===== src/rtl/mips_pkg.sv =====
// Shared opcode/ALUOp constants, FSM state type and per-state control decode.
// MULTICYCLE_CTRL_BEQ_EN enables the BRANCH state's controls.
package mips_pkg;

    localparam logic [5:0] OP_RTYPE = 6'd0;
    localparam logic [5:0] OP_LW    = 6'd35;
    localparam logic [5:0] OP_SW    = 6'd43;
    localparam logic [5:0] OP_BEQ   = 6'd4;

    localparam logic [1:0] ALUOP_ADD   = 2'b00;
    localparam logic [1:0] ALUOP_SUB   = 2'b01;
    localparam logic [1:0] ALUOP_FUNCT = 2'b10;

    typedef enum logic [3:0] {
        IDLE,
        FETCH,
        DECODE,
        EXEC_R,
        WB_R,
        EXEC_MEM,
        MEM_RD,
        WB_LW,
        MEM_WR,
        BRANCH,
        ERROR
    } state_t;

    typedef struct packed {
        logic       instr_ready;
        logic       ir_write;
        logic       reg_dst;
        logic       alu_src;
        logic       mem_to_reg;
        logic       reg_write;
        logic       mem_read;
        logic       mem_write;
        logic       pc_write;
        logic       pc_write_cond;
        logic [1:0] alu_op;
        logic       done;
        logic       illegal;
    } ctrl_t;

    // Control word for a state; last marks the final MEM_WR cycle.
    function automatic ctrl_t ctrl_of(input state_t s, input logic last);
        ctrl_t c;
        c = '0;
        case (s)
            IDLE:     c.instr_ready = 1'b1;
            FETCH: begin
                c.ir_write = 1'b1;
                c.pc_write = 1'b1;
            end
            EXEC_R:   c.alu_op = ALUOP_FUNCT;
            WB_R: begin
                c.reg_write = 1'b1;
                c.reg_dst   = 1'b1;
                c.done      = 1'b1;
            end
            EXEC_MEM: begin
                c.alu_op  = ALUOP_ADD;
                c.alu_src = 1'b1;
            end
            MEM_RD:   c.mem_read = 1'b1;
            WB_LW: begin
                c.reg_write  = 1'b1;
                c.mem_to_reg = 1'b1;
                c.done       = 1'b1;
            end
            MEM_WR: begin
                c.mem_write = 1'b1;
                c.done      = last;
            end
`ifdef MULTICYCLE_CTRL_BEQ_EN
            BRANCH: begin
                c.alu_op        = ALUOP_SUB;
                c.pc_write_cond = 1'b1;
                c.done          = 1'b1;
            end
`endif
            ERROR:    c.illegal = 1'b1;
            default:  c = '0;
        endcase
        return c;
    endfunction

endpackage


===== src/rtl/multicycle_ctrl_if.sv =====
// Instruction handshake and datapath control strobes between controller and datapath.
interface multicycle_ctrl_if;
    logic [5:0] opcode;
    logic       newinstr;
    logic       instr_ready;
    logic       ir_write;
    logic       reg_dst;
    logic       alu_src;
    logic       mem_to_reg;
    logic       reg_write;
    logic       mem_read;
    logic       mem_write;
    logic       pc_write;
    logic       pc_write_cond;
    logic [1:0] alu_op;
    logic       done;
    logic       illegal;

    modport master (
        output opcode, newinstr,
        input  instr_ready, ir_write, reg_dst, alu_src, mem_to_reg, reg_write,
               mem_read, mem_write, pc_write, pc_write_cond, alu_op, done, illegal
    );

    modport slave (
        input  opcode, newinstr,
        output instr_ready, ir_write, reg_dst, alu_src, mem_to_reg, reg_write,
               mem_read, mem_write, pc_write, pc_write_cond, alu_op, done, illegal
    );
endinterface


===== src/rtl/mem_wait_counter.sv =====
// Saturating down-counter timing the data-memory access states.
// zero_next looks one edge ahead so the FSM can register a last-cycle strobe.
module mem_wait_counter (
    input  logic       clock,
    input  logic       reset,
    input  logic       load,
    input  logic [3:0] load_val,
    output logic       zero,
    output logic       zero_next
);
    logic [3:0] cnt;
    logic [3:0] cnt_nxt;

    always_comb begin
        cnt_nxt = cnt;
        if (load)
            cnt_nxt = load_val;
        else if (cnt != 4'd0)
            cnt_nxt = cnt - 4'd1;
    end

    always_ff @(posedge clock or negedge reset) begin
        if (!reset)
            cnt <= 4'd0;
        else
            cnt <= cnt_nxt;
    end

    assign zero      = (cnt == 4'd0);
    assign zero_next = (cnt_nxt == 4'd0);
endmodule


===== src/rtl/multicycle_ctrl.sv =====
// Multicycle MIPS control FSM (R-type, lw, sw, optional beq) with registered Moore outputs.
// Define MULTICYCLE_CTRL_BEQ_EN to support opcode 4; otherwise it decodes as illegal.
//
//  state    | meaning
//  IDLE     | ready for a new instruction
//  FETCH    | load IR, advance PC
//  DECODE   | dispatch on latched opcode
//  EXEC_R   | ALU op from funct
//  WB_R     | write ALU result to rd
//  EXEC_MEM | compute address base+imm
//  MEM_RD   | memory read, MEM_LAT cycles
//  WB_LW    | write load data to rt
//  MEM_WR   | memory write, MEM_LAT cycles
//  BRANCH   | compare and conditional PC write
//  ERROR    | unsupported opcode, one cycle
module multicycle_ctrl
    import mips_pkg::*;
#(
    parameter int unsigned MEM_LAT = 1
) (
    input logic            clock,
    input logic            reset,
    multicycle_ctrl_if.slave bus
);
    localparam logic [3:0] WAIT_INIT = 4'(MEM_LAT - 1);

    state_t     state;
    logic [5:0] op_q;
    ctrl_t      ctrl;
    logic       wait_load;
    logic       wait_zero;
    logic       wait_zero_next;

    function automatic state_t dispatch(input logic [5:0] op);
        state_t s;
        case (op)
            OP_RTYPE:     s = EXEC_R;
            OP_LW, OP_SW: s = EXEC_MEM;
`ifdef MULTICYCLE_CTRL_BEQ_EN
            OP_BEQ:       s = BRANCH;
`endif
            default:      s = ERROR;
        endcase
        return s;
    endfunction

    assign wait_load = (state == EXEC_MEM);

    mem_wait_counter u_wait (
        .clock     (clock),
        .reset     (reset),
        .load      (wait_load),
        .load_val  (WAIT_INIT),
        .zero      (wait_zero),
        .zero_next (wait_zero_next)
    );

    always_ff @(posedge clock or negedge reset) begin
        if (!reset) begin
            state <= IDLE;
            op_q  <= 6'd0;
            ctrl  <= ctrl_of(IDLE, 1'b0);
        end else begin
            case (state)
                IDLE: if (bus.newinstr) begin
                    state <= FETCH;
                    op_q  <= bus.opcode;
                    ctrl  <= ctrl_of(FETCH, 1'b0);
                end
                FETCH: begin
                    state <= DECODE;
                    ctrl  <= ctrl_of(DECODE, 1'b0);
                end
                DECODE: begin
                    state <= dispatch(op_q);
                    ctrl  <= ctrl_of(dispatch(op_q), 1'b0);
                end
                EXEC_R: begin
                    state <= WB_R;
                    ctrl  <= ctrl_of(WB_R, 1'b0);
                end
                EXEC_MEM: begin
                    state <= (op_q == OP_LW) ? MEM_RD : MEM_WR;
                    ctrl  <= ctrl_of((op_q == OP_LW) ? MEM_RD : MEM_WR, wait_zero_next);
                end
                MEM_RD: if (wait_zero) begin
                    state <= WB_LW;
                    ctrl  <= ctrl_of(WB_LW, 1'b0);
                end
                MEM_WR: begin
                    if (wait_zero) begin
                        state <= IDLE;
                        ctrl  <= ctrl_of(IDLE, 1'b0);
                    end else begin
                        ctrl  <= ctrl_of(MEM_WR, wait_zero_next);
                    end
                end
                default: begin
                    state <= IDLE;
                    ctrl  <= ctrl_of(IDLE, 1'b0);
                end
            endcase
        end
    end

    // pc_write_cond is constant 0 when beq support is compiled out.
    assign bus.instr_ready   = ctrl.instr_ready;
    assign bus.ir_write      = ctrl.ir_write;
    assign bus.reg_dst       = ctrl.reg_dst;
    assign bus.alu_src       = ctrl.alu_src;
    assign bus.mem_to_reg    = ctrl.mem_to_reg;
    assign bus.reg_write     = ctrl.reg_write;
    assign bus.mem_read      = ctrl.mem_read;
    assign bus.mem_write     = ctrl.mem_write;
    assign bus.pc_write      = ctrl.pc_write;
    assign bus.pc_write_cond = ctrl.pc_write_cond;
    assign bus.alu_op        = ctrl.alu_op;
    assign bus.done          = ctrl.done;
    assign bus.illegal       = ctrl.illegal;
endmodule


===== src/flat_wrapper.sv =====
// flat-port wrapper written by rule: the top's interface ports become plain ports
module multicycle_ctrl_flat import mips_pkg::*;
#(
    parameter int unsigned MEM_LAT = 1
)
  (clock, reset, bus_opcode, bus_newinstr, bus_instr_ready, bus_ir_write, bus_reg_dst, bus_alu_src, bus_mem_to_reg, bus_reg_write, bus_mem_read, bus_mem_write, bus_pc_write, bus_pc_write_cond, bus_alu_op, bus_done, bus_illegal);
  multicycle_ctrl_if bus_i ();
  input logic clock;
  input logic reset;
  input wire logic [$bits(bus_i.opcode)-1:0] bus_opcode;
  input wire logic [$bits(bus_i.newinstr)-1:0] bus_newinstr;
  output wire logic [$bits(bus_i.instr_ready)-1:0] bus_instr_ready;
  output wire logic [$bits(bus_i.ir_write)-1:0] bus_ir_write;
  output wire logic [$bits(bus_i.reg_dst)-1:0] bus_reg_dst;
  output wire logic [$bits(bus_i.alu_src)-1:0] bus_alu_src;
  output wire logic [$bits(bus_i.mem_to_reg)-1:0] bus_mem_to_reg;
  output wire logic [$bits(bus_i.reg_write)-1:0] bus_reg_write;
  output wire logic [$bits(bus_i.mem_read)-1:0] bus_mem_read;
  output wire logic [$bits(bus_i.mem_write)-1:0] bus_mem_write;
  output wire logic [$bits(bus_i.pc_write)-1:0] bus_pc_write;
  output wire logic [$bits(bus_i.pc_write_cond)-1:0] bus_pc_write_cond;
  output wire logic [$bits(bus_i.alu_op)-1:0] bus_alu_op;
  output wire logic [$bits(bus_i.done)-1:0] bus_done;
  output wire logic [$bits(bus_i.illegal)-1:0] bus_illegal;
  assign bus_i.opcode = bus_opcode;
  assign bus_i.newinstr = bus_newinstr;
  assign bus_instr_ready = bus_i.instr_ready;
  assign bus_ir_write = bus_i.ir_write;
  assign bus_reg_dst = bus_i.reg_dst;
  assign bus_alu_src = bus_i.alu_src;
  assign bus_mem_to_reg = bus_i.mem_to_reg;
  assign bus_reg_write = bus_i.reg_write;
  assign bus_mem_read = bus_i.mem_read;
  assign bus_mem_write = bus_i.mem_write;
  assign bus_pc_write = bus_i.pc_write;
  assign bus_pc_write_cond = bus_i.pc_write_cond;
  assign bus_alu_op = bus_i.alu_op;
  assign bus_done = bus_i.done;
  assign bus_illegal = bus_i.illegal;
  multicycle_ctrl #(.MEM_LAT(MEM_LAT)) u_core (.clock(clock), .reset(reset), .bus(bus_i));
endmodule

===== config.mk =====
export PLATFORM = sky130hd
export DESIGN_NAME = multicycle_ctrl_flat
export DESIGN_NICKNAME = d
export VERILOG_FILES = /design/src/rtl/mips_pkg.sv /design/src/rtl/multicycle_ctrl_if.sv /design/src/rtl/mem_wait_counter.sv /design/src/rtl/multicycle_ctrl.sv /design/src/flat_wrapper.sv
export SDC_FILE = /design/constraint.sdc
export NUM_CORES = 1
export LEC_CHECK = 0
export CORE_ASPECT_RATIO = 0.8
export CORE_MARGIN = 3
export CORE_UTILIZATION = 41
export CTS_CLUSTER_DIAMETER = 80
export DETAILED_ROUTE_END_ITERATION = 7
export MAX_ROUTING_LAYER = met4
export PLACE_DENSITY = 0.74
export SYNTH_ARGS = -nofsm -noshare
export SYNTH_HDL_FRONTEND = slang
export SYNTH_SLANG_ARGS = --single-unit

===== constraint.sdc =====
create_clock -name clock -period 2.59 [get_ports clock]
set_input_delay 0.6475 -clock clock [delete_from_list [all_inputs] [get_ports clock]]
set_output_delay 0.6475 -clock clock [all_outputs]
set_load 0.005 [all_outputs]

==> metrics, run 1 <==
status finished, final reports clean; number of synthesized flops with an enable pin 0; initial drt markers 75; Combinational Power Share 0.350; fmax 498 MHz; Worst-Skew Late Latency 270 ps; top cells by count, synth 24 x dfrtp_1, 15 x nand2_1, 9 x nor2_1; Top FF cell, synth dfrtp_1; Avg Inst Size Synth 10.4 um2; Post-CTS Hold Fix Bufs 0; sequential cell area 627 um2; LEAKAGE 0.640 nW; final worst path period share 0.776; Crit Path Class reg -> reg; Req. time, crit path 2760 ps; Setup Skew 1.23 ps; share of layout cells above drive strength 1 0.139; antenna fix cells 0; Die Y 55.4 um; internal power 0.872 mW; total track usage 0.151; Synth area leader dfrtp_1; Synth area leaders dfrtp_1 48%, mux2_2 5.4%, nand2_1 4.5%; CTS resizes 0; Placement Setup Slack 591 ps; PD cells 900 nW/um2; H-tree levels 1; DRC errors left 0; Final Util 0.522; Async SR Flop Fraction 1.00; number of flip-flops in the largest register 6; Slew Viols, Final 0; area grow syn2layout 18.2%; WL final 2310 um; top flop regs u_core.op_q: 6 flops, u_core.state: 4 flops, u_core.u_wait.cnt: 4 flops; cell with the most instances after synthesis dfrtp_1; sequential element share of the synthesized area 0.502; drt via density 5.26; Hold Fails Final Rpt 0; hold_ws 477 ps; type of origin of the critical path flop; Initial DRT Pass Iterations 4; Die W 67.7 um; number of port buffers 20; Reg2Reg Setup Slack 580 ps; Largest stage delay, worst path 480 ps; Post-CTS Setup Inserts 0; Mapped Area 1250 um2; crit path cell chain inv_1, ha_1, or3b_1, a32o_1, a22o_2; Starting Density 0.442; IO Count 23; share of the synthesized area in the top cell type 0.480; CP max FO 11; arrival time at the worst endpoint 2180 ps; total core area 2830 um2; Biggest register u_core.op_q; register share of total power 0.478; vias in the first global route 865; worst ir drop on vdd 0.000496 V; Crit. End Element flop; fin crit period 2010 ps; hold crit path type reg -> reg; Setup WS post-layout 581 ps; first-pass GRT wire length 4100 um; final setup vio count 0; Core Rows 17; reg2reg start u_core.u_wait.cnt[0]; Worst Hold Launch u_core.bus.illegal; Yosys cell types 36; CTS tree done; Nets 148; GRT Residual Overflow 0; total power 1.33 mW; DPL Wire Length 1740 um; total clock sinks 25; CP delay by family, top compound AO/OA/AOI/OAI gates; setup TNS 0 ps; Critical path origin u_core.u_wait.cnt[0]; Placer Congestion 0.864; pin count of the biggest net entering global routing 26; Psw 0.459 mW; clk buf depth 2; RSZ-0062 raised after global routing no; clock root buffer clkbuf_8; clock share of power 0.172; area of the multi-input gates 531 um2; number of synthesized register bits 25; Mapped Cells 120; YS warnings 0; Crit-path slowest cell or3b_1; vias 920; Buf/Inv on CP 1; initial antenna violation count 0; per-cell routed wire length 13.2 um; max cap viols 0; Antenna Violating Nets Remaining 0; Net Sw Frac 0.345; CTS clk-pin slew, worst paths 80 ps; clock buffer count from CTS 3; Die ar. 3750 um2; fillers 263
[cells in the final DEF, fill, tap and decap left out, drive strengths merged, types with 3 or more instances in the layout]
cell,instances
nand2,15
nand2b,3
or4,3
xnor2,3
a21oi,4
o21ai,5
clkbuf,3
clkdlybuf4s50,20
nor3,5
nor2,9
inv,5
nand3,4
mux2,6
dfrtp,24
[kinds of logic after synthesis]
logic type	after synthesis	share of synthesized area
xor+xnor	3	0.0210
fa+ha+maj	1	0.0100
compound gates	22	0.130
other cells	1	0.00300
buf+inv	14	0.0771
mux	6	0.0541
simple gates	48	0.203
flops	25	0.502
[cell type report]
type | instances | area share
Clock buffer | 3 | 0.0279
Inverter | 5 | 0.0127
Multi-Input combinational cell | 82 | 0.359
Sequential cell | 25 | 0.424
Timing Repair Buffer | 21 | 0.141
Clock inverter | 1 | 0.00339
Tap cell | 38 | 0.0322
[final timing paths]
path                       depth (start not counted)                      to
hold reg to reg                                    2      u_core.bus.illegal
min in group asynchronous                          2    u_core.u_wait.cnt[3]
hold / removal                                     2      u_core.bus.illegal
setup reg to reg                                   5    u_core.bus.alu_op[1]
setup / recovery                                   5    u_core.bus.alu_op[1]
max in group asynchronous                          2  u_core.bus.instr_ready
[worst register-to-register path: stages (launching register included)]
cell and delay [ps]:
dfrtp_1 400, inv_1 100, ha_1 210, or3b_1 480
a32o_1 410, a22o_2 310
[metal layers]
layer	wire [um]	track usage	vias up
li1	-	-	448
met1	1060	0.202	442
met2	1060	0.209	27
met3	159	0.0488	3
met4	20	0.0607	0
met5	0	-	-
[metrics by stage]
stage,cells,instance area [um2]
after floorplan,121,1250
after global placement,171,1430
after detailed placement,171,1430
after CTS,175,1480
after global routing,175,1480
final,175,1480
[power by group through the flow]
stage	logic, mW	registers, mW	clock network [mW]
floorplan	0.386	0.587	0
global placement	0.456	0.637	0
detailed placement	0.472	0.644	0
CTS	0.473	0.635	0.239
global route	0.522	0.664	0.258
finish	0.466	0.636	0.229
No activity file was read; power rests on OpenSTA's default activity.
==> run 2, diff against run 1 <==
clock period = 1.85 ns   (was 2.59 ns; I/O delays follow)
==> metrics, run 2 (synthesis results as in run 1) <==
final worst path period share 0.947; total track usage 0.143; area grow syn2layout 20.7%; Core Rows 17; hold_ws 489 ps; reg2reg start u_core.u_wait.cnt[0]; pin count of the biggest net entering global routing 26; DPL Wire Length 1770 um; clock root buffer clkbuf_8; LEAKAGE 0.652 nW; Worst Hold Launch u_core.bus.instr_ready; arrival time at the worst endpoint 1290 ps; Largest stage delay, worst path 530 ps; Die W 67.7 um; first-pass GRT wire length 4040 um; vias 955; hold crit path type reg -> reg; IO Count 23; Biggest register u_core.op_q; H-tree levels 1; setup TNS 0 ps; Slew Viols, Final 0; initial antenna violation count 0; per-cell routed wire length 13.5 um; Hold Path Stages 2; total core area 2830 um2; clk buf depth 2; fmax 571 MHz; total clock sinks 25; Post-CTS Setup Inserts 0; DRC errors left 0; Reg-to-Reg End u_core.bus.alu_op[1]; Crit Path Class reg -> out; most frequent cells in the layout 24 x dfrtp_1, 20 x clkdlybuf4s50_1, 15 x nand2_1, 9 x nor2_1, 6 x mux2_2; Placer Congestion 0.864; Hold Crit Endpoint u_core.bus.instr_ready; Antenna Violating Nets Remaining 0; Hold Fails Final Rpt 0; Final Non-Filler Cells 178; Buf/Inv on CP 1; status finished, final reports clean; fin crit period 1750 ps; Finished Cell Area 1510 um2; CP max FO 2; Worst-Skew Late Latency 260 ps; Setup Skew 2.65 ps; number of flip-flops in the largest register 6; crit path cell chain clkdlybuf4s50_1; Reg2Reg Setup Slack 130 ps; drt via density 5.37; PD cells 1240 nW/um2; share of layout cells above drive strength 1 0.164; Crit. End Element output port; type of origin of the critical path flop; RSZ-0062 raised after global routing no; antenna fix cells 0; worst ir drop on vdd 0.000554 V; Req. time, crit path 1390 ps; top flop regs u_core.op_q: 6 flops, u_core.state: 4 flops, u_core.u_wait.cnt: 4 flops; area post-placement 1450 um2; Initial DRT Pass Iterations 4; Die ar. 3750 um2; final setup vio count 0; vias in the first global route 919; CTS tree done; Starting Density 0.442; Placement Setup Slack 16.9 ps; clock buffer count from CTS 3; GRT Residual Overflow 0; Die Y 55.4 um; fillers 254; WL final 2400 um; Nets 151; worst r2r path cells 5; commonest non-fill, non-tap cell in the layout dfrtp_1; max cap viols 0; Crit-path slowest cell dfstp_2; number of port buffers 20; Placed Cells incl. Taps 173; initial drt markers 36; CTS clk-pin slew, worst paths 80 ps; Setup WS post-layout 98.3 ps; CP delay by family, top flip-flops
## run 2: changes by cell type in the layout (fill, tap and decap cells not counted), sizes merged
cell,before,now
clkbuf,3,4
clkinv,1,0
a32o,1,2
buf,1,3
## run 2: stage by stage
stage	total power [mW]	utilization
6_report	1.88	0.533
5_1_grt	2.02	0.533
4_1_cts	1.87	0.528
3_5_place_dp	1.56	0.511
3_3_place_gp	1.53	0.511
2_1_floorplan	1.36	-
## run 2: repair_timing
| action | 4_1_cts | 5_1_grt |
|---|---|---|
| cloned | 0 | 1 |
| endpoints found under the setup margin | 1 | 5 |
| pin swaps | 0 | 1 |
| hold buffers | 0 | 0 |
| gates resized for setup | 1 | 2 |
## run 2: layer usage
layer  track usage  share of wire  vias to the layer above
met1         0.184           0.46                      463
met4        0.0376          0.010                        0
met2         0.214           0.46                       26
met5             -              0                        -
met3        0.0488          0.065                        4
li1              -              -                      462
## run 2: area by class of cell
cell class	instances	area (um2)	share of cell area
Clock buffer	4	45.0	0.0299
Inverter	5	18.8	0.0124
Multi-Input combinational cell	83	548	0.363
Sequential cell	25	627	0.415
Tap cell	38	47.5	0.0315
Timing Repair Buffer	23	223	0.148
## run 2: worst reg2reg max path, delay by kind of cell (launching register included)
| family | cells | cell delay, ps |
|---|---|---|
| and+or+nand+nor | 1 | 410 |
| adders and majority gates | 1 | 160 |
| AOI/OAI and AO/OA | 2 | 560 |
| buffers and inverters | 1 | 90 |
| DFF | 1 | 400 |
## run 2: power breakdown
part	leakage [nW]	switching, mW	internal, mW
registers	0.325	0.178	0.718
clock network	0.0228	0.156	0.154
logic	0.304	0.311	0.361
## run 2: worst max path at each step
| stage | from | end | cells after the start |
|---|---|---|---|
| 2_1_floorplan | u_core.u_wait.cnt[0] | u_core.bus.alu_src | 7 |
| 3_3_place_gp | u_core.u_wait.cnt[0] | u_core.bus.alu_op[1] | 5 |
| 3_5_place_dp | u_core.u_wait.cnt[0] | u_core.bus.alu_op[1] | 5 |
| 4_1_cts | u_core.u_wait.cnt[0] | u_core.bus.done | 6 |
| 5_1_grt | u_core.u_wait.cnt[0] | u_core.bus.done | 6 |
| 6_report | u_core.bus.instr_ready | bus_instr_ready | 1 |
==> RTL change 1 (config.mk and constraints of run 1) <==
Build with the macro `MULTICYCLE_CTRL_BEQ_EN` defined.
--- a/src/rtl/mips_pkg.sv
+++ b/src/rtl/mips_pkg.sv
@@ -2,2 +2,4 @@
 // MULTICYCLE_CTRL_BEQ_EN enables the BRANCH state's controls.
+`define MULTICYCLE_CTRL_BEQ_EN
+
 package mips_pkg;
Formal check against the unedited RTL: not equivalent (Yosys sat finds a counterexample within 4 cycles, from zero or initial values and one cycle with reset low).
==> RTL change 1 against run 1 <==
Combinational power grew 37%. Synthesized cell count is 5.0% higher. Worst setup slack got worse by 0.083 ns. Wire length is 20% higher. Critical path type unchanged. Sequential cell count is 1 higher. Final area grew 8.7%. Area after synthesis up 6.9%. Power grew 20%.
==> RTL change 1: results <==
[run_status]
status = "finished, final reports clean"

[grt]
met2_usage_pct = 22.1
grtUsageMet1_pct = 22.2
antenna_found_initial = 0
grtUsageTotal_pct = 15.2
grt_pass1_wl_mm = 4.80
grt_max_degree = 18
grt_use_met3_pct = 3.70

[placement]
numPlacedInstances = 178
gp_congestion = 0.906
port_buffers = 22
dpl_cell_area_mm2 = 0.00155
dp_hpwl_mm = 2.12
dp_slack_ns = 0.451

[worst_setup_path]
cpPeakStageDelay_ns = 0.51
worst-setup-path-type = "reg2reg"
crit_slowest_cell = "or3b_1"
path_max_fanout = 11
arrival_ns = 2.25
endpoint = "u_core.state[0]$_DFFE_PN0P_"
r2r_cells = 7
reg2reg_from = "u_core.u_wait.cnt[0]$_DFF_PN0_"

[cells_and_area]
drive_gt1_share_pct = 11.8
largest_registers = "u_core.op_q: 6 flops, u_core.state: 4 flops, u_core.u_wait.cnt: 4 flops"
nets = 155
diodes = 0
nFillCells = 260

[power_and_ir_drop]
vdd_drop_max_v = 0.000637
p_leak_nw = 0.719

[logic_synthesis]
seq_area_frac_synth_pct = 48.8
synthFlopType = "dfrtp_1"
yosysWarnings = 0
synth.avg_cell_area_um2 = 10.6
synth_top_cells_by_count = "dfrtp_1 (25), nor2_1 (16), nand2_1 (7)"
async_reset_ff_share_pct = 100
synth.area.top_cells = "dfrtp_1 (47%), mux2_2 (5.1%), nor2_1 (4.5%), a21o_1 (3.4%), o2bb2ai_1 (2.6%)"
synth_cell_type_count = 44
synth.net_count = 136

[timing]
max_freq_ghz = 0.478
tightestPinTransition_ns = 0.573
fin_worst_skew_ns = 0.00404
fin_tns_setup_ns = 0

[clock_tree]
cts_max_level = 1
postCtsSetupBuffers = 0
clk_pin_slew_ns = 0.09
cts_buffer_depth = 2
root_buffer = "clkbuf_8"
post_cts_resized = 0
clk_latency_ns = 0.27
cts_buffers = 3

[route]
wl_per_cell_um = 15.2
routed_wl_mm = 2.77
dr.pass1.iters = 5
drt_iter0_markers = 94
avgViaCountPerCell = 5.63

[min_path]
whs_endpoint = "u_core.bus.instr_ready$_DFFE_PN1P_"
hp-start = "u_core.bus.instr_ready$_DFFE_PN1P_"
hold_class = "reg2reg"
hold-path-cell-count = 1
## RTL change 1: cell families (layout without fill, tap and decap cells)
group | Yosys count | count (layout) | share of synthesized area [%]
and+or+nand+nor | 41 | 41 | 16.9
AOI/OAI and AO/OA | 32 | 32 | 18.9
xor gates and xnor gates | 4 | 4 | 2.62
muxes | 6 | 6 | 5.06
buffers and inverters | 16 | 34 | 6.74
adders and majority gates | 1 | 1 | 0.936
DFF | 26 | 26 | 48.8
## RTL change 1: area by class of cell
cell class | instances | area share (%)
inverters | 6 | 1.40
multi-input cells | 84 | 37.0
well taps | 38 | 2.96
repair buffers | 24 | 14.6
clock buffers | 4 | 3.43
flip-flops and latches | 26 | 40.6
## RTL change 1: power by group
group | switching (W) | internal [W] | total (W) | leakage (nW)
registers | 0.000170 | 0.000535 | 0.000705 | 0.339
clock network | 0.000123 | 0.000136 | 0.000259 | 0.0288
logic | 0.000284 | 0.000353 | 0.000638 | 0.351
## RTL change 1: critical path, delay by kind of cell (launching register included)
family,cells,cell delay (ns)
fa+ha+maj,1,0.18
buf+inv,2,0.25
simple gates,2,0.58
compound gates,2,0.55
flops,1,0.42
## RTL change 1: layer usage
layer	routed length, um	share of wire, %	up-vias
li1	-	-	484
met1	1360	49	503
met2	1240	45	35
met3	167	6.0	2
met4	5	0.18	0
met5	0	0	-
## RTL change 1: through the flow
stage	utilization, %	hold WS (ns)
2_1_floorplan	-	0.352
3_3_place_gp	52.9	0.468
5_1_grt	54.7	0.508
3_5_place_dp	52.9	0.476
6_report	54.7	0.493
4_1_cts	54.7	0.496
==> RTL change 2 (config.mk and constraints of run 1) <==
Without the edit above. Reset style: synchronous (`reset`), changed in 2 clocked blocks.
--- a/src/rtl/mem_wait_counter.sv
+++ b/src/rtl/mem_wait_counter.sv
@@ -21,3 +21,3 @@
 
-    always_ff @(posedge clock or negedge reset) begin
+    always_ff @(posedge clock) begin
         if (!reset)
--- a/src/rtl/multicycle_ctrl.sv
+++ b/src/rtl/multicycle_ctrl.sv
@@ -57,3 +57,3 @@
 
-    always_ff @(posedge clock or negedge reset) begin
+    always_ff @(posedge clock) begin
         if (!reset) begin
Behaviour: differs if reset is asserted again (counterexample within 4 cycles, from zero or initial values and one cycle with reset low); with reset held inactive, the same outputs for 10 cycles.
==> RTL change 2 against run 1 <==
Worst setup slack worse by 0.057 ns. Wire length rose by 9.6%. Sequential cell count did not move. Worst hold slack worse by 0.0058 ns. Area after synthesis decreased by 7.8%. Cell count is 9.1% higher. Power decreased by 32%. Final area decreased by 6.2%. Clock power fell by 25%. Critical endpoint is now u_core.state[0]$_SDFFE_PN0P_.
==> RTL change 2: results <==
[grt]
grt_max_degree = 18
grtUsageMet1_pct = 22.5
met2_usage_pct = 25.7
grt_pass1_wl_mm = 4.42

[cells_and_area]
final-clk-cell-share_pct = 1.99
buffer_area_share_pct = 15.0
n_all_inverters = 6
n_sequential_cell = 25
nFillCells = 273
sh_seq_area_pct = 36.1

[route]
vias = 1011
met3_length_um = 123

[logic_synthesis]
seq_area_frac_synth_pct = 43.4
synth.area.top_cells = "dfxtp_1 (43%), nor2_1 (6.2%), a21oi_1 (5.6%), mux2i_1 (5.2%), nand2_1 (3.9%)"
synthAdderAreaFrac_pct = 1.09
synthFlopType = "dfxtp_1"
synth.avg_cell_area_um2 = 8.29
synth.mux.area_fraction_pct = 5.21
synth_cell_type_count = 37
synth_xor_area_share_pct = 1.52

[placement]
gp_congestion = 0.910
dp_slack_ns = 0.462
dp_hpwl_mm = 1.95
dpl_cell_area_mm2 = 0.00136

[power_and_ir_drop]
powerDensity_mw_per_mm2 = 649
vdd_drop_max_v = 0.000442
p_leak_nw = 0.520

[run_status]
status = "finished, final reports clean"

[timing]
fin_worst_skew_ns = 0.00424
==> RTL change 2: final timing paths <==
| check | endpoint | slack [ns] | from |
|---|---|---|---|
| setup / recovery | u_core.state[0]$_SDFFE_PN0P_ | 0.52 | u_core.u_wait.cnt[0]$_SDFF_PN0_ |
| hold / removal | u_core.bus.reg_write$_SDFFE_PN0P_ | 0.47 | u_core.bus.reg_write$_SDFFE_PN0P_ |
| setup reg to reg | u_core.state[0]$_SDFFE_PN0P_ | 0.52 | u_core.u_wait.cnt[0]$_SDFF_PN0_ |
| hold reg to reg | u_core.bus.reg_write$_SDFFE_PN0P_ | 0.47 | u_core.bus.reg_write$_SDFFE_PN0P_ |
==> RTL change 2: critical path: cells and delay by family, from the launching register on <==
kind | cells | cell delay (ns)
flip-flops | 1 | 0.36
AND/OR/NAND/NOR | 2 | 0.97
AO/OA/AOI/OAI | 2 | 0.40
adder cells (fa/ha/maj) | 1 | 0.20
buffers and inverters | 1 | 0.10
